## src/rtl/multi_cycle_adder.sv

```systemverilog
// Sequential chunked adder/subtractor: CHUNK bits per clock,
// result, carry and signed overflow published once on completion.
module multi_cycle_adder #(
    parameter int WIDTH = 16,
    parameter int CHUNK = 4
) (
    input  logic             clk,
    input  logic             rst_n,
    input  logic             start,
    input  logic             mode,
    input  logic [WIDTH-1:0] a,
    input  logic [WIDTH-1:0] b,
    input  logic             input_carry,
    output logic             busy,
    output logic             done,
    output logic [WIDTH-1:0] sum,
    output logic             output_carry,
    output logic             overflow
);

    localparam int NCHUNK = WIDTH / CHUNK;
    localparam int IW = (NCHUNK > 1) ? $clog2(NCHUNK) : 1;

    typedef enum logic [1:0] {
        IDLE,
        RUN,
        DONE
    } state_t;

    state_t state_q, state_d;

    logic [WIDTH-1:0] a_q, b_q;
    logic [WIDTH-1:0] part_q, part_d;
    logic             carry_q;
    logic [IW-1:0]    idx_q;

    logic [CHUNK-1:0] a_c, b_c, s_c;
    logic             co_c;
    logic             ci_msb;
    logic             last;

    // b_q already holds ~b for subtract, so the chunk adder is mode-agnostic
    always_comb begin
        a_c = a_q[idx_q*CHUNK +: CHUNK];
        b_c = b_q[idx_q*CHUNK +: CHUNK];
        {co_c, s_c} = {1'b0, a_c} + {1'b0, b_c}
                    + (CHUNK+1)'(carry_q);
        ci_msb = s_c[CHUNK-1] ^ a_c[CHUNK-1] ^ b_c[CHUNK-1];
        part_d = part_q;
        part_d[idx_q*CHUNK +: CHUNK] = s_c;
        last = (idx_q == IW'(NCHUNK - 1));
    end

    always_ff @(posedge clk or negedge rst_n) begin
        if (!rst_n) begin
            state_q <= IDLE;
        end else begin
            state_q <= state_d;
        end
    end

    always_comb begin
        state_d = state_q;
        unique case (state_q)
            IDLE:    if (start) state_d = RUN;
            RUN:     if (last) state_d = DONE;
            DONE:    state_d = IDLE;
            default: state_d = IDLE;
        endcase
    end

    always_comb begin
        busy = (state_q == RUN);
        done = (state_q == DONE);
    end

    always_ff @(posedge clk or negedge rst_n) begin
        if (!rst_n) begin
            a_q          <= '0;
            b_q          <= '0;
            part_q       <= '0;
            carry_q      <= 1'b0;
            idx_q        <= '0;
            sum          <= '0;
            output_carry <= 1'b0;
            overflow     <= 1'b0;
        end else begin
            unique case (state_q)
                IDLE: begin
                    if (start) begin
                        a_q     <= a;
                        b_q     <= mode ? ~b : b;
                        carry_q <= mode | input_carry;
                        idx_q   <= '0;
                    end
                end
                RUN: begin
                    part_q  <= part_d;
                    carry_q <= co_c;
                    idx_q   <= idx_q + 1'b1;
                    if (last) begin
                        sum          <= part_d;
                        output_carry <= co_c;
                        overflow     <= ci_msb ^ co_c;
                    end
                end
                default: ;
            endcase
        end
    end

endmodule
```

## config.mk

```make
export PLATFORM = sky130hd
export DESIGN_NAME = multi_cycle_adder
export DESIGN_NICKNAME = d
export VERILOG_FILES = /design/src/rtl/multi_cycle_adder.sv
export SDC_FILE = /design/constraint.sdc
export NUM_CORES = 1
export LEC_CHECK = 0
export BUFFER_PORTS_ARGS = -buffer_cell sky130_fd_sc_hd__buf_2
export CAP_MARGIN = 0
export CORE_MARGIN = 10
export CORE_UTILIZATION = 50
export DETAILED_ROUTE_END_ITERATION = 10
export PLACE_DENSITY = 0.81
export SYNTH_ARGS = -nofsm -noshare
export SYNTH_HDL_FRONTEND = slang
export SYNTH_SLANG_ARGS = --single-unit
```

## constraint.sdc

```tcl
create_clock -name clk -period 3.4 [get_ports clk]
set_clock_uncertainty 0.2 [all_clocks]
set_input_delay 0.34 -clock clk [delete_from_list [all_inputs] [get_ports clk]]
set_output_delay 0.34 -clock clk [all_outputs]
set_load 0.05 [all_outputs]
```

* Word level (Yosys, flattened, before mapping)
Cells that the tools add are included.
** Word-level totals
- Logic and storage cells :: 42
- Register bits after elaboration :: 71
** Operators by class
- Bitwise operators :: 5
- Shift operators :: 4
- Add/subtract/negate cells :: 4
- Mux-type cells :: 9
- Reduce and logical (&&, ||, !) cells :: 6
- Equality and inequality tests :: 5
** Operators with widths (count)
- negation 4 -> 34 bit :: 1
- variable shift 4 x 34 -> 16 bit, first input constant :: 1
- indexed part select 4 x 34 -> 16 bit :: 1
- indexed part select 16 x 5 -> 4 bit :: 2
- bitwise mux 16 bit :: 1
- two-way mux 16 bit :: 1
- inverter 16 bit :: 1
- case mux 2 bit (2 select lines) :: 2
- AND reduction 2 bit :: 4
- two-way mux 2 bit :: 3
- adder 4 x 4 -> 5 bit :: 1
- adder 5 x 1 -> 5 bit :: 1
- == test 2 bit, second input constant :: 2
- bitwise XOR 1 bit :: 3
- adder 2 x 1 -> 2 bit, second input constant :: 1
- == test 2 x 1 -> 1 bit, second input constant :: 1
- logical NOT 2 bit :: 1
- != test 2 x 1 -> 1 bit, second input constant :: 1
- != test 2 bit, second input constant :: 1
- case mux 1 bit (2 select lines) :: 1
- nonzero test 2 bit :: 1
- two-way mux 1 bit :: 1
- bitwise OR 1 bit :: 1

* Longest topological paths before layout
Gate-level depths: netlist of the first run.
- Depth in word-level cells :: 6
- Gate-level depth with buffers :: 9
- Mapped depth without buffers :: 8

* Worst setup path after synthesis of the first run
No wires, ideal clock.
- Kind :: flip-flop to flip-flop
- Start point :: reg idx_q[0]
- End point :: reg overflow
- Clock period less this slack :: 3.219 ns
- Cell stages (with the launch flop) :: 10
- Setup time :: 0.129 ns
- Required time :: 3.071 ns
- Arrival :: 2.891 ns
- Path slack :: 0.181 ns
- Buffers on the path :: 1
- Cell sequence :: dfrtp_1 > buf_4 > mux4_2 > fa_1 > fa_1 > a21o_1 > a21oi_1 > xnor3_1 > xnor2_1 > o21ai_1
** On the way
- Cells in the longest elaborated chain, start to end :: 6
- Elaborated cells on any way between the ends :: 9
** RTL lines
- start: declaration :: RTL line 35 : logic [IW-1:0] idx_q;
- start signal: assignment :: RTL line 100 : idx_q <= idx_q + 1'b1;
- indexed part select 16 x 5 -> 4 bit (on tied branches) :: RTL line 44, 45
- adder 4 x 4 -> 5 bit :: RTL line 46 : {co_c, s_c} = {1'b0, a_c} + {1'b0, b_c}
- adder 5 x 1 -> 5 bit :: RTL line 47 : + (CHUNK+1)'(carry_q);
- bitwise XOR 1 bit (2 in series) :: RTL line 48 : ci_msb = s_c[CHUNK-1] ^ a_c[CHUNK-1] ^ b_c[CHUNK-1];
- bitwise XOR 1 bit :: RTL line 104 : overflow <= ci_msb ^ co_c;
- end signal: assignment :: RTL line 104
- end: declaration :: RTL line 18 : output logic overflow
Several ways; a longest one is shown, not always the timed one.
A chain may end at the register's enable or synchronous reset.

* Worst setup path in the final report of the first run
Ends and elaborated chain as after synthesis.

==> impl_metrics.json, run 1 <==
{
  "status": "completed",
  "nNetsFinal": 409,
  "rr_worst_depth": 8,
  "cts_buffers": 9,
  "post-route-worst-setup-slack_ns": 0.2548,
  "ys_seq_elements": 71,
  "globalplace.congestion": 0.8311,
  "rsz0062_at_grt": "false",
  "fill_cells": 522,
  "insertion_delay_ns": 0.35,
  "grt_max_degree": 38,
  "layout_common_cells": "dfrtp_1 (71), buf_2 (56), a21oi_1 (35), nand2_1 (28), o21ai_1 (19)",
  "post-route-period-util": 0.9251,
  "cts_tree": "built",
  "core_area_um2": 6459,
  "clk_pin_slew_ns": 0.08,
  "worstSetupPathType": "flop to flop",
  "grt_pass1_vias": 2627,
  "synth_area_leader_cell": "dfrtp_1",
  "ys_types": 31,
  "post_drt_wl_per_cell_um": 16.83,
  "setup_viol": 0,
  "worst_hold_path.num_cells": 2,
  "fin_tns_setup_ns": 0,
  "syn-num-nets": 340,
  "vias": 2440,
  "arrival_ns": 3.15,
  "synth.top_cell.area_share": 0.5267,
  "crit_path_frequent_cell": "fa_1",
  "cp.required_ns": 3.40,
  "die_w_um": 102.1,
  "synthToLayoutAreaGrowth_pct": 20.59,
  "drv_slew": 0,
  "dieArea_um2": 10430,
  "avgSynthCellArea_um2": 11.55,
  "synth_area_um2": 3373,
  "cts_sinks": 71,
  "overflow": 0,
  "cts_max_level": 3,
  "dieHeight_um": 102.1,
  "ant_nets": 0,
  "seq_area_frac_synth": 0.5267,
  "worst-r2r-setup-slack_ns": 0.25,
  "num_io_pins": 57,
  "yosysWarnings": 0,
  "synth.area.top_cells": "dfrtp_1 (53%), mux2_1 (5.3%), mux4_2 (5.3%)",
  "hold_path_startpoint": "a[15]",
  "antenna_found_initial": 0,
  "maxSlewHeadroom": 0.2991,
  "path_cells": "mux4_2 -> fa_1 -> fa_1 -> a21o_1 -> a21oi_1 -> xnor3_1 -> xnor2_1 -> o21ai_1",
  "reg2reg_from": "idx_q[0]",
  "timing.rr.end": "overflow",
  "mostFrequentLayoutCell": "dfrtp_1",
  "ctsLongestPathBuffers": 2,
  "critical-path-top-delay-family": "adder cells",
  "initial_utilization": 0.5223,
  "drt_iter0_markers": 123,
  "diodes": 0,
  "grt_use_total": 0.1540,
  "cp-start-kind": "flop",
  "grt_pass1_wl_um": 12600,
  "row_count": 29,
  "hold_class": "input port to flop",
  "dp_worst_setup_slack_ns": 0.2847,
  "hold_viol": 0,
  "slowest_delay_ns": 0.55,
  "viasPerCell": 5.508,
  "slowest_stage": "mux4_2",
  "crit_buf_inv": 0,
  "period_minus_slack_ns": 3.145,
  "routed_wl_um": 7456,
  "layout-drive-gt1-share": 0.2596,
  "cp-end-kind": "flop",
  "drv_cap": 0,
  "tightest_slew_ns": 1.049,
  "drc_errors": 0,
  "first_pass_iters": 4,
  "cts-root-buf": "clkbuf_8",
  "hpwl_um": 5410,
  "postSynthCellCount": 292,
  "fmax_ghz": 0.3179,
  "io_buffer_count": 56,
  "worstPathMaxFanout": 4,
  "whs_endpoint": "a_q[15]"
}
worst max-delay path by stage:
| stage | cells after the start | to | slack (ns) | from |
|---|---|---|---|---|
| floorplan | 9 | overflow | 0.18 | idx_q[0] |
| global placement | 8 | overflow | 0.38 | idx_q[0] |
| detailed placement | 8 | overflow | 0.28 | idx_q[0] |
| CTS | 8 | overflow | 0.26 | idx_q[0] |
| global route | 8 | overflow | 0.13 | idx_q[0] |
| finish | 8 | overflow | 0.25 | idx_q[0] |
routing by layer:
metal,GRT usage,wire length [um],vias up
met5,0,0,-
met4,0.08351,185,0
met3,0.03374,381,16
met2,0.2533,3521,73
met1,0.1850,3367,1179
li1,-,-,1172
timing repair:
| item | in CTS | in global routing |
|---|---|---|
| buffers inserted | 0 | 0 |
| hold buffers | 9 | 0 |
| hold endpoints to repair | 21 | 0 |
| gates resized for setup | 0 | 0 |
state kept, by name (all words and copies together) (netlist names):
register and cells:
idx_q 2, state_q 2, carry_q 1, output_carry 1, part_q 16, sum 16
a_q 16, overflow 1, b_q 16
final cells by class:
type                       count  area [um^2]  area share
multi-input combinational    200         1515      0.3725
sequential                    71         1777      0.4368
inverter                       5        18.77    0.004614
tap                           77        96.34     0.02369
clock inverter                 5        81.33     0.01999
timing repair buffer          74        437.9      0.1077
clock buffer                  11        141.4     0.03476
cells in the mapped netlist (all sizes together):
cell,n
a21oi,35
nor4bb,1
a32o,8
mux2,16
dfrtp,71
clkbuf,11
buf,5
fa,2
mux4,8
nor3,2
nor2,18
o21ai,20
nor2b,16
and2,2
nand2,28
xor2,1
xnor3,1
xnor2,18
o22ai,2
inv,5
ha,9
nor4b,1
a21o,2
a22o,9
o32a,1
worst reg2reg max path, cell delays in order (launching register included):
cell and delay, ns:
dfrtp_1 0.42, mux4_2 0.55, fa_1 0.47, fa_1 0.44
a21o_1 0.21, a21oi_1 0.21, xnor3_1 0.26, xnor2_1 0.15
o21ai_1 0.07
metrics by stage:
| step | hold WS, ns | cells | utilization | instance area [um^2] |
|---|---|---|---|---|
| finish | 0.006655 | 443 | 0.6298 | 4068 |
| detailed placement | 0.05122 | 418 | 0.5814 | 3755 |
| floorplan | -0.1556 | 292 | - | 3373 |
| global route | 0.00009814 | 443 | 0.6298 | 4068 |
| CTS | 0.0002907 | 443 | 0.6298 | 4068 |
| global placement | 0.04897 | 418 | 0.5814 | 3755 |
cell families after synthesis:
group | share of synthesized area
adders and majority gates | 0.04525
and+or+nand+nor | 0.09903
muxes | 0.1068
xor gates and xnor gates | 0.05601
DFF | 0.5267
buffers and inverters | 0.02633
AOI/OAI and AO/OA | 0.1398
Power of run 1 is left out: the tool's default activity adds up to more than one toggle a clock period on the data nets, which glitch-free logic cannot reach.
==> run 2, diff against run 1 <==
--- a/config.mk
+++ b/config.mk
@@ -8,9 +8,9 @@
 export BUFFER_PORTS_ARGS = -buffer_cell sky130_fd_sc_hd__buf_2
 export CAP_MARGIN = 0
 export CORE_MARGIN = 10
-export CORE_UTILIZATION = 50
+export CORE_UTILIZATION = 56
 export DETAILED_ROUTE_END_ITERATION = 10
-export PLACE_DENSITY = 0.81
+export PLACE_DENSITY = 0.86
 export SYNTH_ARGS = -nofsm -noshare
 export SYNTH_HDL_FRONTEND = slang
 export SYNTH_SLANG_ARGS = --single-unit
==> constraint.sdc (replaced) <==
create_clock -name clk -period 3.55 [get_ports clk]
set_clock_uncertainty 0.2 [all_clocks]
set_input_delay 0.355 -clock clk [delete_from_list [all_inputs] [get_ports clk]]
set_output_delay 0.355 -clock clk [all_outputs]
set_load 0.05 [all_outputs]
==> run 2 against run 1 <==
  * First-iteration DRC count is 22% higher
  * Largest cell class unchanged
  * Critical path depth unchanged
  * Hold slack improved by 0.013 ns
  * Clock-buffer cell count increased by 1
  * Highest routed layer unchanged
  * Design area fell by 3.2%
  * Non-clock buffer count fell by 10
  * Fmax is 4.2% lower
  * Final cell count decreased by 2.7%
  * Register-to-register slack hardly changed
  * Sequential share of layout area is 1.4 points higher
==> impl_metrics.json, run 2 (synthesis gave the netlist of run 1 again) <==
{
  "cts_resized": 0,
  "num_io_pins": 57,
  "slowest_stage": "mux4_2",
  "layout_common_cells": "dfrtp_1 (71), buf_2 (56), a21oi_1 (35), nand2_1 (28), o21ai_1 (19)",
  "worstPathMaxFanout": 6,
  "placedInstanceArea_um2": 3737,
  "crit_path_frequent_cell": "fa_1",
  "fmax_ghz": 0.3045,
  "period_minus_slack_ns": 3.284,
  "dpl.cell_count": 414,
  "post_drt_wl_per_cell_um": 16.92,
  "worst_hold_path.num_cells": 2,
  "dieArea_um2": 9528,
  "viasPerCell": 5.629,
  "worstSetupPathType": "flop to flop",
  "cts_sinks": 71,
  "setup_viol": 0,
  "nNetsFinal": 399,
  "cp-end-kind": "flop",
  "routed_wl_um": 7291,
  "vias": 2426,
  "insertion_delay_ns": 0.34,
  "first_pass_iters": 4,
  "cts_max_level": 3,
  "layout-drive-gt1-share": 0.2584,
  "drv_slew": 0,
  "antenna_found_initial": 0,
  "cts_buffers": 9,
  "drc_errors": 0,
  "diodes": 0,
  "drt_iter0_markers": 150,
  "hold_viol": 0,
  "tightest_slew_ns": 1.099,
  "maxSlewHeadroom": 0.2656,
  "io_buffer_count": 56,
  "ctsLongestPathBuffers": 2,
  "post-route-worst-setup-slack_ns": 0.2659,
  "dp_worst_setup_slack_ns": 0.2508,
  "core_area_um2": 5886,
  "overflow": 0,
  "synthToLayoutAreaGrowth_pct": 16.73,
  "globalplace.congestion": 0.8717,
  "cp.required_ns": 3.54,
  "grt_pass1_wl_um": 12530,
  "ant_nets": 0,
  "row_count": 28,
  "drv_cap": 0,
  "slowest_delay_ns": 0.56,
  "layout.cells.non_filler": 431,
  "fin_tns_setup_ns": 0,
  "cts-root-buf": "clkbuf_8",
  "hpwl_um": 5346,
  "initial_utilization": 0.5731,
  "status": "completed",
  "cts_tree": "built",
  "clk_pin_slew_ns": 0.07,
  "final_area_um2": 3938,
  "mostFrequentLayoutCell": "dfrtp_1",
  "arrival_ns": 3.28,
  "cp-start-kind": "flop",
  "grt_pass1_vias": 2601,
  "dieHeight_um": 97.61,
  "rr_worst_depth": 8,
  "path_cells": "mux4_2 -> fa_1 -> fa_1 -> a21o_1 -> a21oi_1 -> xnor3_1 -> xnor2_1 -> o21ai_1",
  "hold_class": "input port to flop",
  "rsz0062_at_grt": "false",
  "post-route-period-util": 0.9251,
  "grt_use_total": 0.1605,
  "die_w_um": 97.61,
  "grt_max_degree": 49
}
## run 2: path summary, 6_finish.rpt
| kind | start | endpoint | slack, ns |
|---|---|---|---|
| worst max-delay path | idx_q[0] | overflow | 0.27 |
| worst min-delay path | a[6] | a_q[6] | 0.02 |
| worst max register to register | idx_q[0] | overflow | 0.27 |
| worst min register to register | sum[13] | sum[13] | 0.28 |
| max in group asynchronous | rst_n | part_q[8] | 2.05 |
| min in group asynchronous | rst_n | sum[5] | 0.34 |
## run 2: stage by stage
step,utilization,hold slack (ns)
2_1_floorplan,-,-0.1406
3_3_place_gp,0.6350,0.1817
3_5_place_dp,0.6350,0.1905
4_1_cts,0.6690,0.01051
5_1_grt,0.6690,0.01345
6_report,0.6690,0.01917
## run 2: routing by layer
layer,GRT usage,share of wire
met5,0,0
met2,0.2662,0.48
met4,0.07494,0.025
met1,0.1869,0.43
met3,0.04552,0.062
## run 2: worst max-delay path: cells and delay by family (launching register included)
kind / cells / cell delay, ns
flip-flops: 1 / 0.54
adder cells (fa/ha/maj): 2 / 0.90
multiplexers: 1 / 0.56
XOR/XNOR: 2 / 0.42
AO/OA/AOI/OAI: 3 / 0.51
## run 2: what timing repair did
action                                 4_1_cts  5_1_grt
setup buffers                                0        0
endpoints found under the hold margin       25        0
hold buffers                                 1        0
## run 2: cell type report
| cell class | instances | area, um^2 |
|---|---|---|
| Fill cell | 454 | 1948 |
| Sequential cell | 71 | 1777 |
| Multi-Input combinational cell | 200 | 1515 |
| Timing Repair Buffer | 64 | 342.8 |
| Clock buffer | 12 | 145.1 |
| Tap cell | 75 | 93.84 |
| Clock inverter | 4 | 45.04 |
| Inverter | 5 | 18.77 |
Power of run 2 is left out for the same reason.
==> run 3, diff against run 2 <==
--- a/config.mk
+++ b/config.mk
@@ -8,9 +8,9 @@
 export BUFFER_PORTS_ARGS = -buffer_cell sky130_fd_sc_hd__buf_2
 export CAP_MARGIN = 0
 export CORE_MARGIN = 10
-export CORE_UTILIZATION = 56
+export CORE_UTILIZATION = 55
 export DETAILED_ROUTE_END_ITERATION = 10
-export PLACE_DENSITY = 0.86
+export PLACE_DENSITY = 0.84
 export SYNTH_ARGS = -nofsm -noshare
 export SYNTH_HDL_FRONTEND = slang
 export SYNTH_SLANG_ARGS = --single-unit
==> run 3 against run 2 <==
  * Die area grew 1.4%
  * Worst setup slack gained 0.099 ns
  * Global-route usage fell by 0.46 points
  * Clock-buffer cell count up 1
  * Register-to-register slack improved by 0.099 ns
  * Routed wire length about the same
  * Fmax up 3.1%
  * Final cell count unchanged
  * Via count increased by 0.33%
  * Highest routed layer unchanged
==> impl_metrics.json, run 3 (synthesis gave the netlist of run 1 again) <==
{
  "cts_sinks": 71,
  "slowest_stage": "mux4_2",
  "drv_cap": 0,
  "first_pass_iters": 4,
  "hold_viol": 0,
  "period_minus_slack_ns": 3.185,
  "mostFrequentLayoutCell": "dfrtp_1",
  "crit_buf_inv": 0,
  "cp.required_ns": 3.54,
  "cts_tree": "built",
  "overflow": 0,
  "grt_use_total": 0.1559,
  "core_area_um2": 5921,
  "status": "completed",
  "post_cts_buffers": 0,
  "io_buffer_count": 56,
  "worstPathMaxFanout": 4,
  "globalplace.congestion": 0.8278,
  "worstSetupPathType": "flop to flop",
  "layout_common_cells": "dfrtp_1 (71), buf_2 (56), a21oi_1 (35), nand2_1 (28), o21ai_1 (19)",
  "post-route-period-util": 0.8973,
  "cp-start-kind": "flop",
  "cts_buffers": 9,
  "critical-path-top-delay-family": "adder cells",
  "grt_max_degree": 58,
  "ctsLongestPathBuffers": 2,
  "cts-root-buf": "clkbuf_8",
  "initial_utilization": 0.5697,
  "layout-drive-gt1-share": 0.2584,
  "nNetsFinal": 399,
  "tightest_slew_ns": 1.071,
  "antenna_found_initial": 0,
  "path_cells": "mux4_2 -> fa_1 -> fa_1 -> a21o_1 -> a21oi_1 -> xnor3_1 -> xnor2_1 -> o21ai_1",
  "viasPerCell": 5.647,
  "postLayoutCoreUtil": 0.6708,
  "dieHeight_um": 98.32,
  "reg2reg_from": "idx_q[0]",
  "cts_max_level": 3,
  "startpoint": "idx_q[0]",
  "vias": 2434,
  "crit_path_frequent_cell": "fa_1",
  "routed_wl_um": 7290,
  "setup_viol": 0,
  "row_count": 28,
  "grt_pass1_vias": 2598,
  "synthToLayoutAreaGrowth_pct": 17.73,
  "dieArea_um2": 9666,
  "insertion_delay_ns": 0.34,
  "maxSlewHeadroom": 0.2841,
  "fmax_ghz": 0.3139,
  "hpwl_um": 5352,
  "hold_class": "input port to flop",
  "dpl.cell_count": 414,
  "drv_slew": 0,
  "num_io_pins": 57,
  "post_drt_wl_per_cell_um": 16.91,
  "grt_pass1_wl_um": 12430,
  "cp-end-kind": "flop",
  "slowest_delay_ns": 0.55,
  "die_w_um": 98.32,
  "hold_path_startpoint": "a[10]",
  "fin_tns_setup_ns": 0,
  "diodes": 0,
  "fill_cells": 462,
  "clk_pin_slew_ns": 0.07,
  "rsz0062_at_grt": "false",
  "layout.cells.non_filler": 431,
  "drt_iter0_markers": 140,
  "ant_nets": 0,
  "drc_errors": 0,
  "arrival_ns": 3.18
}
==> run 3: changes by cell type in the layout (fill, tap and decap cells not counted) <==
cell and change:
clkbuf_8 +1, clkinv_2 -2, bufinv_16 +1
==> run 3: routing by layer <==
layer | GRT usage | vias to the layer above | wire length (um)
met5 | 0 | - | 0
met4 | 0.06836 | 0 | 148
met1 | 0.1908 | 1185 | 3039
met2 | 0.2501 | 87 | 3588
met3 | 0.04510 | 16 | 514
li1 | - | 1146 | -
==> run 3: stage by stage <==
step / worst slack (ns) / hold slack [ns] / instance area [um^2]
finish: 0.3646 / 0.02540 / 3971
global route: 0.1969 / 0.02599 / 3971
floorplan: 0.3308 / -0.1406 / 3373
detailed placement: 0.3765 / 0.07092 / 3737
global placement: 0.4613 / 0.07477 / 3737
CTS: 0.3547 / 0.01563 / 3971
==> run 3: worst paths after layout <==
| kind | end | slack, ns | cells after the start |
|---|---|---|---|
| worst max-delay path | overflow | 0.36 | 8 |
| worst min-delay path | a_q[10] | 0.03 | 2 |
| worst max register to register | overflow | 0.36 | 8 |
| worst min register to register | sum[7] | 0.28 | 2 |
| max in group asynchronous | a_q[0] | 1.91 | 3 |
| min in group asynchronous | sum[1] | 0.23 | 2 |
==> run 3: final cells by class <==
cell class                      instances  area [um^2]  share of cell area
Inverter                                5        18.77            0.004726
Clock buffer                           13        158.9             0.04001
Tap cell                               75        93.84             0.02363
Multi-Input combinational cell        200         1515              0.3815
Sequential cell                        71         1777              0.4474
Timing Repair Buffer                   64        342.8             0.08633
Clock inverter                          3        65.06             0.01638
==> run 3: repair_timing <==
item / in CTS / in global routing
gates resized for setup: 0 / 0
setup endpoints to repair: 0 / 0
hold endpoints to repair: 14 / 0
hold buffers: 1 / 0
Power of run 3 is left out for the same reason.
